File: config.mk
export PLATFORM = sky130hd
export DESIGN_NAME = alu_result_stage_flat
export DESIGN_NICKNAME = d
export VERILOG_FILES = /design/src/rtl/cr16_pkg.sv /design/src/rtl/alu_result_stage_if.sv /design/src/rtl/alu_result_stage_cond_eval.sv /design/src/rtl/alu_result_stage.sv /design/src/flat_wrapper.sv
export SDC_FILE = /design/constraint.sdc
export NUM_CORES = 1
export LEC_CHECK = 0
export CELL_PAD_IN_SITES_DETAIL_PLACEMENT = 1
export CELL_PAD_IN_SITES_GLOBAL_PLACEMENT = 1
export CORE_AREA = 2 2 88 90
export DETAILED_ROUTE_END_ITERATION = 10
export DIE_AREA = 0 0 90 92
export PLACE_DENSITY_LB_ADDON = 0.1
export RECOVER_POWER = 100
export SLEW_MARGIN = 30
export SYNTH_ARGS = -nofsm -noshare
export SYNTH_HDL_FRONTEND = slang
export SYNTH_SLANG_ARGS = --single-unit
File: constraint.sdc
create_clock -name clk -period 4.99 [get_ports clk]
set_clock_uncertainty 0.2 [all_clocks]
set_input_delay 0.7485 -clock clk [delete_from_list [all_inputs] [get_ports clk]]
set_output_delay 0.7485 -clock clk [all_outputs]
set_load 0.005 [all_outputs]
File: src/rtl/cr16_pkg.sv
// Shared CR16 execute-path definitions: PSR flag bit positions, branch
// condition codes and the flag vector type.
package cr16_pkg;

  localparam int FLAG_C = 4;
  localparam int FLAG_L = 3;
  localparam int FLAG_F = 2;
  localparam int FLAG_Z = 1;
  localparam int FLAG_N = 0;

  localparam logic [3:0] COND_EQ = 4'h0;
  localparam logic [3:0] COND_NE = 4'h1;
  localparam logic [3:0] COND_CS = 4'h2;
  localparam logic [3:0] COND_CC = 4'h3;
  localparam logic [3:0] COND_HI = 4'h4;
  localparam logic [3:0] COND_LS = 4'h5;
  localparam logic [3:0] COND_GT = 4'h6;
  localparam logic [3:0] COND_LE = 4'h7;
  localparam logic [3:0] COND_FS = 4'h8;
  localparam logic [3:0] COND_FC = 4'h9;
  localparam logic [3:0] COND_LO = 4'hA;
  localparam logic [3:0] COND_HS = 4'hB;
  localparam logic [3:0] COND_LT = 4'hC;
  localparam logic [3:0] COND_GE = 4'hD;
  localparam logic [3:0] COND_UC = 4'hE;
  localparam logic [3:0] COND_NV = 4'hF;

  // {C,L,F,Z,N}, bit4..bit0
  typedef logic [4:0] flags_t;

endpackage

File: src/rtl/alu_result_stage_if.sv
// ALU result input channel and register-file writeback channel.
// master = upstream ALU / register-file side, slave = the result stage.
interface alu_result_stage_if
  import cr16_pkg::*;
#(
  parameter int DATA_W = 16,
  parameter int ADDR_W = 4
) ();

  logic              in_valid;
  logic              in_ready;
  logic [DATA_W-1:0] in_s;
  flags_t            in_clfzn;
  flags_t            in_flag_mask;
  logic              in_wen;
  logic [ADDR_W-1:0] in_waddr;

  logic              wb_valid;
  logic              wb_ready;
  logic [ADDR_W-1:0] wb_addr;
  logic [DATA_W-1:0] wb_data;

  modport master (
    output in_valid, in_s, in_clfzn, in_flag_mask, in_wen, in_waddr, wb_ready,
    input  in_ready, wb_valid, wb_addr, wb_data
  );

  modport slave (
    input  in_valid, in_s, in_clfzn, in_flag_mask, in_wen, in_waddr, wb_ready,
    output in_ready, wb_valid, wb_addr, wb_data
  );

endinterface

File: src/rtl/alu_result_stage_cond_eval.sv
// Branch condition evaluation from the PSR; purely combinational so the
// branch unit can reuse it directly.
module cond_eval
  import cr16_pkg::*;
(
  input  flags_t     psr,
  input  logic [3:0] cond,
  output logic       cond_true
);

  always_comb begin
    cond_true = 1'b0;
    case (cond)
      COND_EQ: cond_true = psr[FLAG_Z];
      COND_NE: cond_true = !psr[FLAG_Z];
      COND_CS: cond_true = psr[FLAG_C];
      COND_CC: cond_true = !psr[FLAG_C];
      COND_HI: cond_true = psr[FLAG_L];
      COND_LS: cond_true = !psr[FLAG_L];
      COND_GT: cond_true = psr[FLAG_N];
      COND_LE: cond_true = !psr[FLAG_N];
      COND_FS: cond_true = psr[FLAG_F];
      COND_FC: cond_true = !psr[FLAG_F];
      COND_LO: cond_true = !psr[FLAG_L] && !psr[FLAG_Z];
      COND_HS: cond_true = psr[FLAG_L] || psr[FLAG_Z];
      COND_LT: cond_true = !psr[FLAG_N] && !psr[FLAG_Z];
      COND_GE: cond_true = psr[FLAG_N] || psr[FLAG_Z];
      COND_UC: cond_true = 1'b1;
      default: cond_true = 1'b0;
    endcase
  end

endmodule

File: src/rtl/alu_result_stage.sv
// ALU result stage: PSR flag update, carry return, 2-entry writeback queue
// and branch condition. Optional PSR load port under ALU_RESULT_STAGE_PSR_WRITE_EN.
module alu_result_stage
  import cr16_pkg::*;
#(
  parameter int DATA_W = 16,
  parameter int ADDR_W = 4,
  parameter int DEPTH  = 2
) (
  input  logic       clk,
  input  logic       reset,
  alu_result_stage_if.slave bus,
  output flags_t     psr_flags,
  output logic       carry_to_alu,
  input  logic [3:0] cond,
  output logic       cond_true
`ifdef ALU_RESULT_STAGE_PSR_WRITE_EN
  ,
  input  logic       psr_we,
  input  flags_t     psr_wdata
`endif
);

  localparam logic [1:0] DEPTH_C = 2'(DEPTH);

  logic [1:0]        cnt_p0;
  logic [1:0]        cnt_nxt;
  logic              rdy_p0;
  flags_t            psr_p0;
  flags_t            psr_nxt;
  logic [ADDR_W-1:0] head_addr_p0;
  logic [DATA_W-1:0] head_data_p0;
  logic [ADDR_W-1:0] tail_addr_p0;
  logic [DATA_W-1:0] tail_data_p0;
  logic              vld_p0;
  logic              accept;
  logic              push;
  logic              pop;

  assign vld_p0  = (cnt_p0 != 2'd0);
  assign accept  = bus.in_valid & rdy_p0;
  assign push    = accept & bus.in_wen;
  assign pop     = vld_p0 & bus.wb_ready;
  assign cnt_nxt = cnt_p0 + {1'b0, push} - {1'b0, pop};

  always_comb begin
    psr_nxt = psr_p0;
    if (accept) begin
      psr_nxt = (psr_p0 & ~bus.in_flag_mask) | (bus.in_clfzn & bus.in_flag_mask);
    end
`ifdef ALU_RESULT_STAGE_PSR_WRITE_EN
    if (psr_we) begin
      psr_nxt = psr_wdata;
    end
`endif
  end

  // Stage p0: head entry, occupancy, ready and PSR registers
  always_ff @(posedge clk) begin
    if (reset) begin
      cnt_p0       <= 2'd0;
      rdy_p0       <= 1'b1;
      psr_p0       <= '0;
      head_addr_p0 <= '0;
      head_data_p0 <= '0;
    end else begin
      cnt_p0 <= cnt_nxt;
      rdy_p0 <= (cnt_nxt < DEPTH_C);
      psr_p0 <= psr_nxt;
      // A new entry lands in the head when it is, or is about to become, empty
      if (push && (cnt_p0 == 2'd0 || (cnt_p0 == 2'd1 && pop))) begin
        head_addr_p0 <= bus.in_waddr;
        head_data_p0 <= bus.in_s;
      end else if (pop && cnt_p0 == 2'd2) begin
        head_addr_p0 <= tail_addr_p0;
        head_data_p0 <= tail_data_p0;
      end
    end
  end

  always_ff @(posedge clk) begin
    if (push && cnt_p0 == 2'd1 && !pop) begin
      tail_addr_p0 <= bus.in_waddr;
      tail_data_p0 <= bus.in_s;
    end
  end

  assign bus.in_ready = rdy_p0;
  assign bus.wb_valid = vld_p0;
  assign bus.wb_addr  = head_addr_p0;
  assign bus.wb_data  = head_data_p0;
  assign psr_flags    = psr_p0;
  assign carry_to_alu = psr_p0[FLAG_C];

  cond_eval u_cond_eval (
    .psr      (psr_p0),
    .cond     (cond),
    .cond_true(cond_true)
  );

endmodule

File: src/flat_wrapper.sv
// flat-port wrapper written by rule: the top's interface ports become plain ports
module alu_result_stage_flat import cr16_pkg::*;
#(
  parameter int DATA_W = 16,
  parameter int ADDR_W = 4,
  parameter int DEPTH  = 2
)
  (clk, reset, psr_flags, carry_to_alu, cond, cond_true, bus_in_valid, bus_in_s, bus_in_clfzn, bus_in_flag_mask, bus_in_wen, bus_in_waddr, bus_wb_ready, bus_in_ready, bus_wb_valid, bus_wb_addr, bus_wb_data);
  alu_result_stage_if #(.DATA_W(DATA_W), .ADDR_W(ADDR_W)) bus_i ();
  input  logic clk;
  input  logic reset;
  output flags_t psr_flags;
  output logic carry_to_alu;
  input  logic [3:0] cond;
  output logic cond_true;
  input wire logic [$bits(bus_i.in_valid)-1:0] bus_in_valid;
  input wire logic [$bits(bus_i.in_s)-1:0] bus_in_s;
  input wire logic [$bits(bus_i.in_clfzn)-1:0] bus_in_clfzn;
  input wire logic [$bits(bus_i.in_flag_mask)-1:0] bus_in_flag_mask;
  input wire logic [$bits(bus_i.in_wen)-1:0] bus_in_wen;
  input wire logic [$bits(bus_i.in_waddr)-1:0] bus_in_waddr;
  input wire logic [$bits(bus_i.wb_ready)-1:0] bus_wb_ready;
  output wire logic [$bits(bus_i.in_ready)-1:0] bus_in_ready;
  output wire logic [$bits(bus_i.wb_valid)-1:0] bus_wb_valid;
  output wire logic [$bits(bus_i.wb_addr)-1:0] bus_wb_addr;
  output wire logic [$bits(bus_i.wb_data)-1:0] bus_wb_data;
  assign bus_i.in_valid = bus_in_valid;
  assign bus_i.in_s = bus_in_s;
  assign bus_i.in_clfzn = bus_in_clfzn;
  assign bus_i.in_flag_mask = bus_in_flag_mask;
  assign bus_i.in_wen = bus_in_wen;
  assign bus_i.in_waddr = bus_in_waddr;
  assign bus_i.wb_ready = bus_wb_ready;
  assign bus_in_ready = bus_i.in_ready;
  assign bus_wb_valid = bus_i.wb_valid;
  assign bus_wb_addr = bus_i.wb_addr;
  assign bus_wb_data = bus_i.wb_data;
  alu_result_stage #(.DATA_W(DATA_W), .ADDR_W(ADDR_W), .DEPTH(DEPTH)) u_core (.clk(clk), .reset(reset), .bus(bus_i), .psr_flags(psr_flags), .carry_to_alu(carry_to_alu), .cond(cond), .cond_true(cond_true));
endmodule
==> metrics <==
status finished, violations left; failing checks max-capacitance violations, max-slew violations; antenna diode count 0; Int Power roughly 0.77 mW; All-Layer GR Usage a little over an eighth; hold endpoint u_core.bus.wb_data[14]$_SDFFE_PP0P_; Clk pwr share about a fifth; ratio of final minimum period to clock period around three quarters; largest net degree at the start of global routing 39; Synth Instances 202; CTS sink cnt between 40 and 50; final WL between 5000 and 6000 microns; Yosys top cell by area edfxtp_1; Hold Path Stages 2; synth unique cells 36; PostCTS Resize Cnt 0; Via Count 1695; dpl hpwl between 3000 and 4000 microns; Setup-failing EPs final 0; H-tree Lvls 2; Initial Utilization between 20% and 30%; Mapped Area approximately 2100 sq um; sequential share of power 45.3%; Sw Ratio 32.1%; initial DRC count 50; Synth area leaders edfxtp_1 28%, dfxtp_1 26%, a311oi_2 13%, nand2_1 8.1%, nor2_1 3.2%; Vias/cell ~4.6; share of cells above drive strength 1 a little over a tenth; Cells after DPL around 360; drt wl/cell 14.6 microns; peak supply drop 0.147 mV; drt drc 0; DR pass1 iterations 3; Root Driver clkbuf_8; P&R area growth vs syn 38.3%; core area between 7000 and 8000 sq um; final net count 305; antenna-violating nets left 0; Synth warnings 0; Reg clk slew, reported paths about 0.09 ns; r2r endpoint u_core.bus.wb_data[7]$_SDFFE_PP0P_; CP Max Fanout 7; vias in the first global route about 1800; Least-Margin Pin Slew ~1.6 ns; die width about 90 microns; Psw between 0.3 and 0.4 mW; TritonCTS clock tree done; Port Buffer Count 67; synthesis-stage register bit count 48; Worst Min Path Start u_core.bus.wb_data[14]$_SDFFE_PP0P_; Slew Limit Fails 39; power per cell area 384 nW/um^2; endpoints failing hold 0; GP Congestion around 0.76; Finished Cell Area 2930 sq um; Synth top area share 28.3%; Site Rows 32; RSZ-0062 raised after global routing no; Peak Freq ~260 MHz; # hold bufs at CTS 0; min Tclk post-route between 3 and 4 ns; R2R Path Start u_core.cnt_p0[0]$_SDFF_PP0_; die area a little over 8000 sq um; max-cap violations 1; Syn Area/Cell around 10 sq um; startpoint types input pin; CP Capture Type output pin; I/O Pins just under 70; CP required between 4 and 5 ns; cts bufs inserted 5; worst reg2reg path depth 4; total power 1.13 mW; sequential cell area fraction in the yosys report a little over half; first-pass GRT wire length 8670 microns; HP Class reg -> reg; Die Height ~92 microns; GRT overflow 0; DP Area around 2900 sq um; Comb pwr share between 30 and 40%; Post-CTS Setup Bufs 0; Post-Synthesis Net Count 243; setup slack, reg-to-reg between 2 and 3 ns; TNS Setup 0 ns; crit path kind in -> out; leakage dissipation about 1.0 nW; initial antenna violation count 0; clock buffer depth 2; post-route insts no fill approximately 370; worst-skew pair later-pin latency around 0.30 ns; Slew HR -7.25%; Critical Path AT ~2.9 ns
-- cells by family (layout without fill, tap and decap cells) --
| group | Yosys count | count (layout) | share of synthesized area [%] |
|---|---|---|---|
| simple gates | 92 | 92 | 19.3 |
| flops | 48 | 48 | 54.7 |
| compound gates | 36 | 36 | 18.3 |
| buf+inv | 20 | 83 | 4.78 |
| xor+xnor | 4 | 4 | 1.65 |
| fa+ha+maj | 2 | 2 | 1.18 |
-- routing by layer --
layer | global-route usage [%] | routed length [microns] | share of wire, % | vias to the layer above
li1 | - | - | - | 844
met1 | 17.2 | 2650 | 49 | 801
met2 | 21.4 | 2410 | 45 | 40
met3 | 3.45 | 212 | 4.0 | 10
met4 | 4.36 | 85 | 1.6 | 0
met5 | 0 | 0 | 0 | -
-- cell usage in the layout (no fill, tap or decap), types with 2 or more instances in the layout --
cell	netlist	layout
and2_0	0	2
nand3_1	10	9
dlygate4sd3_1	0	51
clkdlybuf4s50_1	0	16
a21oi_1	8	8
a211oi_1	2	2
edfxtp_1	20	20
xor2_1	2	2
clkinv_2	0	2
a22oi_1	2	2
nand2_1	46	46
clkbuf_8	0	5
xnor2_1	2	2
or3_1	2	2
inv_1	5	5
ha_1	2	2
a311oi_2	18	17
nor2b_1	4	4
a311oi_1	1	2
dfxtp_1	28	28
nor2_1	18	18
-- Yosys cell counts (all sizes together) --
master	n
dfxtp	28
a311oi	19
nor2b	4
xor2	2
ha	2
buf	5
nand3b	1
o311ai	1
clkbuf	9
or3	2
a211oi	2
or2	1
a2111oi	1
and3	1
inv	6
and2	2
nor4	1
nor3	1
or4	1
edfxtp	20
nor2	18
nand3	10
nand2	46
a22oi	2
nand2b	2
xnor2	2
o2111ai	1
a21oi	8
or2b	1
a31oi	1
nor3b	1
a21boi	1
-- cell type report --
| class | instances | area, sq um |
|---|---|---|
| flip-flops and latches | 48 | 1160 |
| clock inverters | 3 | 13.8 |
| inverters | 6 | 22.5 |
| multi-input cells | 134 | 857 |
| fillers | 852 | 4510 |
| well taps | 102 | 128 |
| repair buffers | 69 | 682 |
| clock buffers | 5 | 68.8 |
-- how the worst max path moves through the flow --
stage,from,to,slack [ns],cells after the start
2_1_floorplan,bus_in_wen,u_core.tail_addr_p0[0]$_DFFE_PP_,1.52,2
3_3_place_gp,cond[1],cond_true,1.26,6
3_5_place_dp,cond[1],cond_true,1.27,6
4_1_cts,cond[1],cond_true,1.25,6
5_1_grt,cond[1],cond_true,1.08,6
6_report,cond[1],cond_true,1.18,6
-- power groups by stage --
stage               sequential, mW  combinational [mW]  clock (mW)
floorplan                    0.519               0.238           0
global placement             0.521               0.416           0
detailed placement           0.521               0.419           0
CTS                          0.513               0.422       0.243
global route                 0.519               0.431       0.251
finish                       0.510               0.386       0.231
-- worst max-delay path, stage by stage --
cell             delay [ns]
dlygate4sd3_1          0.69
inv_2                  0.07
or4_1                  0.46
a311oi_1               0.26
or3_1                  0.13
clkdlybuf4s50_1        0.49
-- per-stage QoR --
step	setup WS [ns]	hold WS, ns	utilization, %
final	1.18	0.279	39.4
after global routing	1.08	0.310	39.4
after CTS	1.25	0.286	39.5
after detailed placement	1.27	0.274	38.4
after global placement	1.26	0.278	38.4
after floorplan	1.52	0.264	-
(Power assumes the default switching activity.)
